===== src/rtl/gate_serial_arbiter.sv =====
// Two-requester round-robin sequencer that shares one 1-bit gate cell, streaming
// WIDTH-bit bitwise operations LSB-first and returning the result on a valid/ready port.
module gate_serial_arbiter #(
    parameter int WIDTH = 8
) (
    input  logic             clk,
    input  logic             rst,
    input  logic             req0_valid,
    output logic             req0_ready,
    input  logic [2:0]       req0_op,
    input  logic [WIDTH-1:0] req0_a,
    input  logic [WIDTH-1:0] req0_b,
    input  logic             req1_valid,
    output logic             req1_ready,
    input  logic [2:0]       req1_op,
    input  logic [WIDTH-1:0] req1_a,
    input  logic [WIDTH-1:0] req1_b,
    output logic             rsp_valid,
    input  logic             rsp_ready,
    output logic [WIDTH-1:0] rsp_data,
    output logic             rsp_id,
    output logic             rsp_err,
    output logic             busy
);
    localparam int CNT_W = $clog2(WIDTH + 1);

    typedef enum logic [1:0] {IDLE, BUSY, DONE} state_t;

    state_t           state_q, state_d;
    logic [CNT_W-1:0] cnt_q, cnt_d;
    logic [2:0]       op_q, op_d;
    logic [WIDTH-1:0] a_q, a_d, b_q, b_d;
    logic [WIDTH-1:0] result_q, result_d;
    logic             id_q, id_d;
    logic             err_q, err_d;
    logic             prio_q, prio_d;

    logic             grant_any;
    logic             grant_id;
    logic [2:0]       grant_op;
    logic             bit_a, bit_b;
    logic             gate_y;

    // The shared 1-bit gate cell; opcode 7 is illegal and yields 0.
    function automatic logic gate_cell(input logic [2:0] op, input logic a, input logic b);
        case (op)
            3'd0:    gate_cell = a & b;
            3'd1:    gate_cell = a | b;
            3'd2:    gate_cell = ~a;
            3'd3:    gate_cell = ~b;
            3'd4:    gate_cell = ~(a & b);
            3'd5:    gate_cell = ~(a | b);
            3'd6:    gate_cell = a ^ b;
            default: gate_cell = 1'b0;
        endcase
    endfunction

    // With both requesting, prio_q names the requester that goes first.
    always_comb begin
        grant_any = (state_q == IDLE) && (req0_valid || req1_valid);
        grant_id  = (req0_valid && req1_valid) ? prio_q : req1_valid;
        grant_op  = grant_id ? req1_op : req0_op;
    end

    assign req0_ready = grant_any && !grant_id;
    assign req1_ready = grant_any && grant_id;

    always_comb begin
        bit_a = 1'b0;
        bit_b = 1'b0;
        for (int i = 0; i < WIDTH; i++) begin
            if (cnt_q == CNT_W'(i)) begin
                bit_a = a_q[i];
                bit_b = b_q[i];
            end
        end
    end

    assign gate_y = gate_cell(op_q, bit_a, bit_b);

    always_comb begin
        state_d  = state_q;
        cnt_d    = cnt_q;
        op_d     = op_q;
        a_d      = a_q;
        b_d      = b_q;
        result_d = result_q;
        id_d     = id_q;
        err_d    = err_q;
        prio_d   = prio_q;
        case (state_q)
            IDLE: begin
                if (grant_any) begin
                    state_d  = BUSY;
                    cnt_d    = '0;
                    result_d = '0;
                    id_d     = grant_id;
                    prio_d   = ~grant_id;
                    op_d     = grant_op;
                    a_d      = grant_id ? req1_a : req0_a;
                    b_d      = grant_id ? req1_b : req0_b;
                    err_d    = (grant_op == 3'd7);
                end
            end
            BUSY: begin
                for (int i = 0; i < WIDTH; i++) begin
                    if (cnt_q == CNT_W'(i)) result_d[i] = gate_y;
                end
                cnt_d = cnt_q + 1'b1;
                if (cnt_q == CNT_W'(WIDTH - 1)) state_d = DONE;
            end
            DONE: begin
                if (rsp_ready) state_d = IDLE;
            end
            default: state_d = IDLE;
        endcase
    end

    always_ff @(posedge clk) begin
        if (rst) begin
            state_q  <= IDLE;
            cnt_q    <= '0;
            op_q     <= '0;
            a_q      <= '0;
            b_q      <= '0;
            result_q <= '0;
            id_q     <= 1'b0;
            err_q    <= 1'b0;
            prio_q   <= 1'b0;
        end else begin
            state_q  <= state_d;
            cnt_q    <= cnt_d;
            op_q     <= op_d;
            a_q      <= a_d;
            b_q      <= b_d;
            result_q <= result_d;
            id_q     <= id_d;
            err_q    <= err_d;
            prio_q   <= prio_d;
        end
    end

    assign rsp_valid = (state_q == DONE);
    assign busy      = (state_q != IDLE);
    assign rsp_data  = result_q;
    assign rsp_id    = id_q;
    assign rsp_err   = err_q;
endmodule


===== config.mk =====
export PLATFORM = sky130hd
export DESIGN_NAME = gate_serial_arbiter
export DESIGN_NICKNAME = d
export VERILOG_FILES = /design/src/rtl/gate_serial_arbiter.sv
export SDC_FILE = /design/constraint.sdc
export NUM_CORES = 1
export LEC_CHECK = 0
export ABC_CLOCK_PERIOD_IN_PS = 3400
export BUFFER_PORTS_ARGS = -buffer_cell sky130_fd_sc_hd__buf_4
export CORE_AREA = 2 2 70 72
export DETAILED_ROUTE_END_ITERATION = 10
export DIE_AREA = 0 0 72 74
export PLACE_DENSITY = 0.7
export RECOVER_POWER = 100
export SLEW_MARGIN = 20
export SYNTH_ARGS = -nofsm -noshare
export SYNTH_HDL_FRONTEND = slang
export SYNTH_SLANG_ARGS = --single-unit

===== constraint.sdc =====
create_clock -name clk -period 3.4 [get_ports clk]
set_input_delay 0.34 -clock clk [delete_from_list [all_inputs] [get_ports clk]]
set_output_delay 0.34 -clock clk [all_outputs]
set_load 0.01 [all_outputs]

Word level (Yosys, flattened, before mapping)
Cells that the tools add are included.

Reductions and logical operators: 22. Multipliers: 0. Div/mod/pow operators: 0. Shifts and indexed selects: 0. $add $sub $neg: 1. Eq/ne operators: 26. Order comparisons: 0. Bitwise operators: 8. Mux-type cells: 37.

Operators by type and width (number): AND reduction 3 bit (9); 2-to-1 mux 1 bit (25); 2-to-1 mux 8 bit (3); inequality test 2 bit (second input constant) (9); equality test 4 x 3 -> 1 bit (second input constant) (4); one-hot mux 8 bit (2 select lines) (1); equality test 3 bit (second input constant) (4); equality test 4 x 2 -> 1 bit (second input constant) (2); one-hot mux 4 bit (2 select lines) (1); one-hot mux 1 bit (7 select lines) (1); equality test 3 x 2 -> 1 bit (second input constant) (2); 2-to-1 mux 2 bit (3); one-hot mux 2 bit (3 select lines) (1); inverter 1 bit (5); adder 4 x 1 -> 4 bit (second input constant) (1); equality test 4 x 1 -> 1 bit (second input constant) (1); logical AND 1 bit (4); logical NOT 4 bit (1); 2-to-1 mux 4 bit (1); AND reduction 2 bit (2); nonzero test 2 bit (2); equality test 3 x 1 -> 1 bit (second input constant) (1); logical NOT 3 bit (1); 2-to-1 mux 3 bit (1); 9 further kinds (9).

Memories: 0. Bits in writable memories: 0. ROM bits: 0. Bits in latches: 0. Flip-flop bits (word level): 36.

Longest topological paths before layout
Gate-level depths: netlist (run 1).

Depth after elaboration: 14. Gate-level depth with buffers: 14.

Least setup slack after synthesis (run 1)
OpenSTA, ideal clock, no wires.

Kind: reg-to-reg. Start: register cnt_q[0]. End: register result_q[5], in the netlist rsp_data[5]. Required time: 3.259 ns. Clock period less this slack: 2.832 ns. Cell stages (with the launch flop): 14. Data arrival time: 2.691 ns. Library setup time: 0.141 ns. Buffers on the path: 1. Setup slack: 0.568 ns. Cell sequence: dfxtp_1 > inv_1 > ha_1 > buf_6 > inv_1 > o311a_2 > a22oi_1 > inv_1 > ha_1 > or2b_2 > a21oi_1 > o31a_2 > a211oi_4 > a22oi_2.

Word-level cells in the longest chain between the ends: 14.

Ends and longest elaborated chain: from (decl) (RTL line 30) `logic [CNT_W-1:0] cnt_q, cnt_d;`; from (signal assigned) (RTL line 132) `cnt_q <= cnt_d;`; logical NOT 4 bit (RTL line 72) `if (cnt_q == CNT_W'(i)) begin`; 2-to-1 mux 1 bit (8 in series) (RTL line 72); bitwise OR 1 bit or AND 1 bit (tied branches); inverter 1 bit (on tied branches) (RTL line 52, 51); one-hot mux 1 bit (7 select lines) (RTL line 46) `case (op)`; 2-to-1 mux 1 bit (RTL line 107) `if (cnt_q == CNT_W'(i)) result_d[i] = gate_y;`; one-hot mux 8 bit (2 select lines) (RTL line 91) `case (state_q)`; to (signal assigned) (RTL line 136) `result_q <= result_d;`; to (decl) (RTL line 33) `logic [WIDTH-1:0] result_q, result_d;`.

Parallel ways exist; a longest one is shown, timed or not. The select of a mux whose other input is x is not followed. A chain may end at the register's enable or synchronous reset.

Worst setup path in the final report (run 1)
Start: register cnt_q[1]. End: register result_q[3], in the netlist rsp_data[3].

The elaborated chain is that of the path after synthesis.

==> results of run 1 <==
-- per-stage QoR --
stage / total power, mW / std cells / worst slack (ns) / hold WS, ns / utilization
floorplan: 0.664 / 230 / 0.568 / 0.478 / -
global placement: 0.757 / 329 / 0.383 / 0.474 / 0.525
detailed placement: 0.762 / 329 / 0.228 / 0.478 / 0.525
CTS: 1.08 / 337 / 0.183 / 0.274 / 0.545
global route: 1.11 / 337 / 0.0444 / 0.283 / 0.526
finish: 1.05 / 337 / 0.285 / 0.281 / 0.526
-- sequential cells by signal, summed over array words and instances, names as in the netlist --
name	cells
state_q	2
rsp_data	8
b_q	8
prio_q	1
cnt_q	4
op_q	3
rsp_err	1
rsp_id	1
a_q	8
-- cell type report --
type / count / area (um2) / area share
multi-input combinational: 169 / 1110 / 0.461
sequential: 36 / 721 / 0.298
timing repair buffer: 59 / 379 / 0.157
clock buffer: 7 / 86.3 / 0.0357
tap: 54 / 67.6 / 0.0280
inverter: 11 / 41.3 / 0.0171
clock inverter: 1 / 7.51 / 0.00311
-- kinds of logic after synthesis --
group           Yosys count
buf+inv                  25
flops                    36
xor+xnor                  1
mux                       3
simple gates             90
fa+ha+maj                 6
compound gates           69
-- power by group through the flow --
stage | Combinational (mW) | Sequential [mW] | Clock, mW
after CTS | 0.269 | 0.485 | 0.325
after detailed placement | 0.268 | 0.494 | 0
after global placement | 0.263 | 0.493 | 0
after floorplan | 0.174 | 0.490 | 0
after global routing | 0.277 | 0.489 | 0.340
final | 0.248 | 0.485 | 0.315
-- worst register-to-register path, cell delays in order (launching register included) --
cell and delay, ns:
dfxtp_1 0.40, inv_1 0.09, ha_1 0.35, nand3b_1 0.25, nand3_1 0.10, o21a_1 0.11, o21ai_0 0.08, o21a_1 0.20
ha_1 0.27, and2b_2 0.20, o311ai_0 0.31, o31a_2 0.23, a211oi_4 0.04, buf_4 0.19, a211oi_1 0.20
-- cell usage after synthesis (2+ instances only) --
master | instances | area [um2]
a222oi_1 | 16 | 160
a22oi_2 | 3 | 37.5
a22oi_1 | 2 | 15.0
nor2b_1 | 2 | 12.5
clkbuf_1 | 5 | 18.8
mux2i_1 | 3 | 30.0
or2b_2 | 2 | 17.5
nand2b_1 | 4 | 25.0
a211oi_1 | 3 | 22.5
nand2_1 | 32 | 120
nand3_1 | 4 | 20.0
nand4_1 | 4 | 25.0
buf_2 | 2 | 10.0
o21ai_0 | 5 | 25.0
o311a_2 | 2 | 22.5
dfxtp_1 | 36 | 721
o21a_1 | 3 | 22.5
a21oi_1 | 14 | 70.1
buf_6 | 2 | 22.5
o211ai_1 | 2 | 15.0
clkbuf_8 | 3 | 41.3
and2b_2 | 2 | 17.5
ha_1 | 6 | 75.1
nor3_1 | 2 | 10.0
a221oi_1 | 4 | 35.0
nor2_1 | 29 | 109
o311ai_0 | 2 | 17.5
a211oi_2 | 5 | 62.6
nand3b_1 | 3 | 22.5
inv_1 | 11 | 41.3
-- per-layer routing --
| metal | part of all wire | vias up | GRT usage |
|---|---|---|---|
| met5 | 0 | - | 0 |
| met4 | 0.018 | 0 | 0.0650 |
| met3 | 0.064 | 8 | 0.0501 |
| met2 | 0.48 | 65 | 0.328 |
| met1 | 0.44 | 904 | 0.237 |
| li1 | - | 964 | - |
-- path summary, 6_finish.rpt --
check	start	endpoint	slack [ns]	cells after the start
worst max-delay path	cnt_q[1]	rsp_data[3]	0.28	14
worst min-delay path	req1_b[3]	b_q[3]	0.28	3
worst max register to register	cnt_q[1]	rsp_data[3]	0.28	14
worst min register to register	rsp_data[7]	rsp_data[7]	0.48	2
==> flow_metrics.py, run 1 <==
metrics = {
    "layout": {
        "post-route-cell-area_um2": 2420,
        "antenna_cells_inserted": 0,
        "final_net_count": 331,
        "final_common_cell": "buf_4",
        "layout_cells_sized_above_1": 0.230,
        "final_cell_mix": "buf_4 (42), dfxtp_1 (36), nand2_1 (32), nor2_1 (30), clkbuf_1 (18)",
        "n_fill_cell": 465,
        "layout_area_overhead_pct": 20.8,
    },
    "power_and_ir_drop": {
        "p_int_mw": 0.735,
        "irDropWorstVdd_mv": 0.259,
        "comb_power_share": 0.236,
        "power.switching_mw": 0.312,
        "pwr-share-clk": 0.301,
        "power-per-cell-area_nw_per_um2": 433,
        "power.share.switching": 0.298,
        "power.sequential.fraction": 0.463,
        "leakage_nw": 0.970,
    },
    "floorplanning": {
        "fp-row-count": 25,
        "die_height_um": 74,
        "io_pins": 57,
        "core_region_area_um2": 4600,
        "dieArea_um2": 5330,
        "effective_utilization_at_floorplan": 0.435,
        "die_x_um": 72,
    },
    "yosys": {
        "synth_area_per_cell_um2": 8.70,
        "synth_top_family_by_area": "compound AO/OA/AOI/OAI gates",
        "post_synth_and_or_nand_nor_area_fraction": 0.215,
        "synth.cell_area_um2": 2000,
        "yosysWarnings": 0,
        "syn-num-nets": 279,
        "synthMuxAreaShare": 0.0150,
        "postSynth.asyncResetShare": 0,
        "synth_compound_area_frac": 0.296,
        "synth_xor_area_frac": 0.00438,
        "synthAdderAreaFrac": 0.0375,
        "synth_edf_count": 0,
        "synth_cells": 230,
        "synth-seq-area-share": 0.360,
        "synth_flop_cell": "dfxtp_1",
        "post_synthesis_register_bit_count": 36,
        "synth_cell_type_count": 47,
    },
    "worst_setup_path": {
        "endpoint_kind": "flip-flop",
        "worst-path-buf-inv": 2,
        "critPathArrivalTime_ns": 3.32,
        "path_delay_family": "compound AO/OA/AOI/OAI gates",
        "slowest_cell_on_crit_path": "dfxtp_1",
        "cp.required_ns": 3.61,
        "cp-start-kind": "flip-flop",
        "path_cells": "inv_1, ha_1, nand3b_1, nand3_1, o21a_1, o21ai_0, o21a_1, ha_1, and2b_2, o311ai_0, o31a_2, a211oi_4, buf_4, a211oi_1",
        "path_class": "reg2reg",
        "critPathMaxStageDelay_ns": 0.40,
        "crit_path_max_fanout": 11,
    },
    "cts": {
        "post_cts_resize_count": 0,
        "cts_made_buffers": 5,
        "clkTransAtPathRegs_ns": 0.07,
        "cts-root-buf": "clkbuf_8",
        "cts_sinks": 36,
        "hold_buffers": 0,
        "tritoncts": "built",
        "h-tree-depth": 2,
        "clockBufferDepth": 2,
        "post_cts.repair.setup_buffers": 0,
        "worstSkewPairLatency_ns": 0.29,
    },
    "drt": {
        "drt_wl_total_mm": 4.84,
        "first_iter_violations": 148,
        "drc": 0,
        "antenna_violating_nets_post_route": 0,
        "detailed_routing_iteration_count_for_the_pre_antenna_repair_pass": 5,
        "via_per_inst": 5.76,
        "wl_per_cell_um": 14.4,
        "vias": 1941,
    },
    "flow_run": {
        "max_capacitance_violation_count": 1,
    },
    "global_route": {
        "via_count_of_the_first_global_routing_pass": 1776,
        "grt_remaining_overflow": 0,
        "grt_start_max_net_pins": 32,
        "grt_first_pass_wirelength_mm": 8.03,
        "grt_antenna_before_repair": 0,
        "grtUsageTotal": 0.192,
    },
    "outcome": {
        "violated_checks": "capacitance limit, slew limit",
        "outcome": "finished, violations left",
    },
    "placement": {
        "routabilityCongestion": 0.816,
        "place.port_buffers": 56,
        "post-dp-hpwl_mm": 3.54,
        "dpl_cell_area_um2": 2410,
    },
    "sta": {
        "clock_skew_ns": 0.00376,
        "timing.final.crit_share": 0.916,
        "setup_viol": 0,
        "achievable-frequency_mhz": 321,
        "rsz0062_at_grt": "false",
        "tns_ns": 0,
        "slew_viol_final": 19,
        "finalHoldViolCount": 0,
        "timing.final.crit_period_ns": 3.12,
        "timing.max_slew.rel_slack": -0.281,
        "tightest_slew_ns": 1.90,
    },
    "hold_path": {
        "worstHoldPathType": "in2reg",
    },
}
Note: power is estimated with default switching activity, not from simulation.
==> run 2, diff against run 1 <==
--- a/config.mk
+++ b/config.mk
@@ -7,10 +7,10 @@
 export LEC_CHECK = 0
 export ABC_CLOCK_PERIOD_IN_PS = 3400
 export BUFFER_PORTS_ARGS = -buffer_cell sky130_fd_sc_hd__buf_4
-export CORE_AREA = 2 2 70 72
+export CORE_AREA = 2 2 66 68
 export DETAILED_ROUTE_END_ITERATION = 10
-export DIE_AREA = 0 0 72 74
-export PLACE_DENSITY = 0.7
+export DIE_AREA = 0 0 68 70
+export PLACE_DENSITY = 0.78
 export RECOVER_POWER = 100
 export SLEW_MARGIN = 20
 export SYNTH_ARGS = -nofsm -noshare
==> run 2 against run 1 <==
The flow still finishes with violations (capacitance limit, slew limit). Routed wire length down 1.2%. Setup slack better by 0.035 ns. Fmax up 1.1%.
==> flow_metrics.py, run 2 (same netlist as run 1, synthesis figures left out) <==
metrics = {
    "cts": {
        "cts_sinks": 36,
        "clkTransAtPathRegs_ns": 0.07,
        "post_cts_resize_count": 0,
        "worstSkewPairLatency_ns": 0.28,
        "clockBufferDepth": 2,
        "tritoncts": "built",
        "cts-root-buf": "clkbuf_8",
        "hold_buffers": 0,
        "cts_made_buffers": 5,
        "h-tree-depth": 2,
        "post_cts.repair.setup_buffers": 0,
    },
    "placement": {
        "place.port_buffers": 56,
        "dpl_cell_area_um2": 2420,
        "routabilityCongestion": 0.829,
        "post-dp-hpwl_mm": 3.54,
    },
    "drt": {
        "vias": 1926,
        "drt_wl_total_mm": 4.79,
        "antenna_violating_nets_post_route": 0,
        "wl_per_cell_um": 14.3,
        "detailed_routing_iteration_count_for_the_pre_antenna_repair_pass": 4,
        "via_per_inst": 5.75,
        "drc": 0,
        "first_iter_violations": 149,
    },
    "sta": {
        "timing.final.crit_period_ns": 3.08,
        "clock_skew_ns": 0.00552,
        "slew_viol_final": 26,
        "timing.max_slew.rel_slack": -0.828,
        "tightest_slew_ns": 2.71,
        "rsz0062_at_grt": "false",
        "setup_viol": 0,
        "tns_ns": 0,
        "finalHoldViolCount": 0,
        "timing.final.crit_share": 0.906,
        "achievable-frequency_mhz": 325,
    },
    "floorplanning": {
        "die_height_um": 70,
        "fp-row-count": 24,
        "die_x_um": 68,
        "effective_utilization_at_floorplan": 0.483,
        "core_region_area_um2": 4140,
        "dieArea_um2": 4760,
        "io_pins": 57,
    },
    "worst_setup_path": {
        "endpoint_kind": "flip-flop",
        "critPathMaxStageDelay_ns": 0.39,
        "crit_path_max_fanout": 11,
        "cp.required_ns": 3.60,
        "path_class": "reg2reg",
        "reg2reg_from": "cnt_q[1]",
        "worst-path-buf-inv": 2,
        "slowest_cell_on_crit_path": "dfxtp_1",
        "worstSetupStartpoint": "cnt_q[1]",
        "cp-start-kind": "flip-flop",
        "critPathArrivalTime_ns": 3.28,
        "path_delay_family": "compound AO/OA/AOI/OAI gates",
        "path_cells": "inv_1, ha_1, nand3b_1, nand3_1, o21a_1, o21ai_0, o21a_1, ha_1, and2b_2, o311ai_0, o31a_2, a211oi_4, buf_4, a211oi_1",
    },
    "layout": {
        "post-route-cell-area_um2": 2440,
        "layout_area_overhead_pct": 22.1,
        "final_cell_mix": "buf_4 (46), dfxtp_1 (36), nand2_1 (32), nor2_1 (30), a222oi_1 (16)",
        "layout_cells_sized_above_1": 0.247,
        "final_common_cell": "buf_4",
        "final_net_count": 332,
        "antenna_cells_inserted": 0,
    },
    "power_and_ir_drop": {
        "power-per-cell-area_nw_per_um2": 434,
        "irDropWorstVdd_mv": 0.213,
        "leakage_nw": 0.993,
    },
    "global_route": {
        "grt_antenna_before_repair": 0,
        "grt_remaining_overflow": 0,
        "grt_start_max_net_pins": 32,
        "grtUsageTotal": 0.223,
        "grt_first_pass_wirelength_mm": 8.38,
        "via_count_of_the_first_global_routing_pass": 1935,
    },
    "outcome": {
        "violated_checks": "capacitance limit, slew limit",
        "outcome": "finished, violations left",
    },
    "flow_run": {
        "max_capacitance_violation_count": 1,
    },
    "hold_path": {
        "min-delay-start": "req1_b[1]",
        "worstHoldPathType": "in2reg",
    },
}
## run 2: cell count changes in the layout (fill, tap and decap cells not counted)
cell and delta:
buf_4 +4, clkbuf_1 -4, a311oi_1 -1, a311oi_2 +1, clkbuf_8 +1, clkinvlp_4 -1
## run 2: layout make-up
| class | count | area (um2) |
|---|---|---|
| fill | 448 | 1700 |
| multi-input combinational | 169 | 1120 |
| sequential | 36 | 721 |
| timing repair buffer | 60 | 398 |
| clock buffer | 7 | 96.3 |
| tap | 52 | 65.1 |
| inverter | 11 | 41.3 |
## run 2: worst paths after layout
check	end	slack, ns	cells past startpoint
worst max-delay path	rsp_data[2]	0.32	14
worst max register to register	rsp_data[2]	0.32	14
worst min register to register	rsp_data[7]	0.48	2
worst min-delay path	b_q[1]	0.29	3
## run 2: through the flow
| step | setup WS (ns) | hold WS, ns | power, mW | utilization | cells |
|---|---|---|---|---|---|
| after floorplan | 0.568 | 0.478 | 0.664 | - | 230 |
| after global placement | 0.429 | 0.467 | 0.757 | 0.584 | 328 |
| after detailed placement | 0.259 | 0.472 | 0.765 | 0.584 | 328 |
| after CTS | 0.212 | 0.287 | 1.09 | 0.607 | 335 |
| after global routing | 0.0260 | 0.293 | 1.12 | 0.589 | 335 |
| final | 0.319 | 0.293 | 1.06 | 0.589 | 335 |
## run 2: per-layer routing
layer,wire [um],GRT usage
met5,0,0
met4,42,0.0756
met3,261,0.0467
met2,2340,0.364
met1,2140,0.289
## run 2: report_power, final
group / switching (mW) / internal [mW] / total [mW]
clock: 0.142 / 0.180 / 0.322
combinational: 0.134 / 0.118 / 0.253
sequential: 0.0282 / 0.458 / 0.486
## run 2: worst min-delay path: cells and delay by family
family / cells / cell delay [ns]
AOI/OAI and AO/OA: 1 / 0.05
and+or+nand+nor: 1 / 0.07
buffers and inverters: 1 / 0.07
==> run 3, diff against run 2 <==
==> config.mk (replaced) <==
export PLATFORM = sky130hd
export DESIGN_NAME = gate_serial_arbiter
export DESIGN_NICKNAME = d
export VERILOG_FILES = /design/src/rtl/gate_serial_arbiter.sv
export SDC_FILE = /design/constraint.sdc
export NUM_CORES = 1
export LEC_CHECK = 0
export ABC_CLOCK_PERIOD_IN_PS = 2470
export CORE_AREA = 2 2 63 65
export DETAILED_ROUTE_END_ITERATION = 10
export DIE_AREA = 0 0 65 67
export DONT_BUFFER_PORTS = 1
export PLACE_DENSITY = 0.74
export RECOVER_POWER = 100
export SLEW_MARGIN = 20
export SYNTH_ARGS = -nofsm -noshare
export SYNTH_HDL_FRONTEND = slang
export SYNTH_SLANG_ARGS = --single-unit
==> constraint.sdc (replaced) <==
create_clock -name clk -period 2.47 [get_ports clk]
set_input_delay 0.247 -clock clk [delete_from_list [all_inputs] [get_ports clk]]
set_output_delay 0.247 -clock clk [all_outputs]
set_load 0.01 [all_outputs]
==> run 3 against run 2 <==
The flow finishes with violations (setup timing). Setup slack got worse by 0.50 ns. Global-route usage is 0.063 points lower. Clock-buffer cell count up 1. Cell count shrank 12%. First-iteration DRC count down 13%. Sequential share of layout area grew 1.4 points. Critical endpoint is now rsp_data[3]. Largest cell class unchanged.
==> flow_metrics.py, run 3 (same netlist as run 1, synthesis figures left out) <==
metrics = {
    "floorplanning": {
        "fp-row-count": 22,
        "effective_utilization_at_floorplan": 0.555,
        "die_x_um": 65,
        "die_height_um": 67,
        "core_region_area_um2": 3610,
        "dieArea_um2": 4360,
        "io_pins": 57,
    },
    "worst_setup_path": {
        "worstSetupStartpoint": "cnt_q[1]",
        "cp.required_ns": 2.68,
        "worst-path-buf-inv": 4,
        "path_cells": "buf_4, ha_4, buf_4, buf_4, a21oi_2, a22oi_2, ha_1, and2b_2, o311ai_4, o31a_2, a211oi_4, buf_12, a211oi_2",
        "path_class": "reg2reg",
        "cp-start-kind": "flip-flop",
        "critical-path-top-cell-by-count": "buf_4",
        "slowest_cell_on_crit_path": "dfxtp_4",
        "endpoint_kind": "flip-flop",
        "reg2reg_from": "cnt_q[1]",
        "critPathMaxStageDelay_ns": 0.35,
        "critPathArrivalTime_ns": 2.87,
        "crit_path_max_fanout": 8,
        "path_delay_family": "compound AO/OA/AOI/OAI gates",
    },
    "drt": {
        "wl_per_cell_um": 16.1,
        "drt_wl_total_mm": 4.77,
        "via_per_inst": 6.15,
        "first_iter_violations": 130,
        "antenna_violating_nets_post_route": 0,
        "detailed_routing_iteration_count_for_the_pre_antenna_repair_pass": 5,
        "drc": 0,
        "vias": 1820,
    },
    "sta": {
        "timing.max_slew.rel_slack": 0.471,
        "timing.final.crit_share": 1.07,
        "clock_skew_ns": 0.00959,
        "slew_viol_final": 0,
        "setup_viol": 8,
        "finalHoldViolCount": 0,
        "timing.final.crit_period_ns": 2.65,
        "rsz0062_at_grt": "true",
        "final.hold.worst_slack_ns": 0.0161,
        "achievable-frequency_mhz": 377,
        "tightest_slew_ns": 0.794,
        "final.setup.worst_slack_ns": -0.183,
    },
    "global_route": {
        "via_count_of_the_first_global_routing_pass": 1511,
        "grt_antenna_before_repair": 0,
        "grtUsageTotal": 0.223,
        "grt_start_max_net_pins": 32,
        "grt_first_pass_wirelength_mm": 7.33,
        "grt_remaining_overflow": 0,
    },
    "power_and_ir_drop": {
        "power-per-cell-area_nw_per_um2": 610,
        "leakage_nw": 0.891,
        "irDropWorstVdd_mv": 0.327,
        "post-layout-total-power_mw": 1.44,
    },
    "cts": {
        "cts_made_buffers": 5,
        "cts-root-buf": "clkbuf_8",
        "clockBufferDepth": 2,
        "clkTransAtPathRegs_ns": 0.07,
        "tritoncts": "built",
        "h-tree-depth": 2,
        "worstSkewPairLatency_ns": 0.29,
        "cts_sinks": 36,
    },
    "layout": {
        "layout_cells_sized_above_1": 0.262,
        "layout_area_overhead_pct": 17.9,
        "final_cell_mix": "dfxtp_1 (34), nand2_1 (32), nor2_1 (28), buf_4 (21), a222oi_1 (16)",
        "stdcell_count": 296,
        "final_net_count": 296,
        "antenna_cells_inserted": 0,
        "final_common_cell": "dfxtp_1",
    },
    "outcome": {
        "outcome": "finished, violations left",
        "violated_checks": "setup timing",
    },
    "placement": {
        "place.port_buffers": 0,
        "routabilityCongestion": 0.816,
        "post-dp-hpwl_mm": 3.33,
        "dpl.cell_count": 283,
    },
    "flow_run": {
        "max_capacitance_violation_count": 0,
    },
    "hold_path": {
        "min-delay-start": "rst",
        "worstHoldPathType": "in2reg",
    },
}
run 3: changes by cell type in the layout (fill, tap and decap cells not counted), sizes merged:
cell	previous run	this run
buf	46	22
dlygate4sd3	0	2
clkbuf	21	8
run 3: path summary, 6_finish.rpt:
check	endpoint	slack, ns	cells past startpoint
setup / recovery	rsp_data[3]	-0.18	13
hold / removal	cnt_q[1]	0.02	1
setup reg to reg	rsp_data[3]	-0.18	13
hold reg to reg	a_q[3]	0.52	2
run 3: worst register-to-register path, cell delays in order (launching register included):
cell and delay [ns]:
dfxtp_4 0.35, buf_4 0.14, ha_4 0.18, buf_4 0.16
buf_4 0.14, a21oi_2 0.17, a22oi_2 0.09, ha_1 0.29
and2b_2 0.22, o311ai_4 0.25, o31a_2 0.21, a211oi_4 0.04
buf_12 0.16, a211oi_2 0.17
run 3: layout make-up:
type,instances,area (um2)
fill,294,1250
multi-input combinational,169,1240
sequential,36,728
timing repair buffer,24,198
clock buffer,8,90.1
tap,48,60.1
inverter,11,46.3
run 3: per-stage QoR:
stage | area, um2 | util | setup TNS [ns] | setup slack [ns]
global route | 2360 | 0.654 | -1.88 | -0.260
floorplan | 2040 | - | -1.34 | -0.174
detailed placement | 2160 | 0.599 | -2.26 | -0.312
global placement | 2160 | 0.599 | -1.33 | -0.172
finish | 2360 | 0.654 | -1.28 | -0.183
CTS | 2290 | 0.635 | -1.39 | -0.187
run 3: repair_timing:
action / CTS / global route
resized for setup: 9 / 7
pin swaps: 3 / 6
buffers inserted: 1 / 4
setup endpoints to repair: 8 / 8
hold buffers: 0 / 2
hold endpoints to repair: 0 / 1
run 3: where the power goes:
part | internal [mW] | switching (mW) | leakage (nW) | total (mW)
Clock | 0.227 | 0.201 | 0.0455 | 0.428
Sequential | 0.629 | 0.0522 | 0.297 | 0.681
Combinational | 0.156 | 0.173 | 0.548 | 0.329
run 3: routing by layer:
layer | vias up | GRT usage | share of wire
li1 | 894 | - | -
met1 | 860 | 0.292 | 0.43
met2 | 56 | 0.349 | 0.49
met3 | 10 | 0.0608 | 0.051
met4 | 0 | 0.0824 | 0.023
met5 | - | 0 | 0
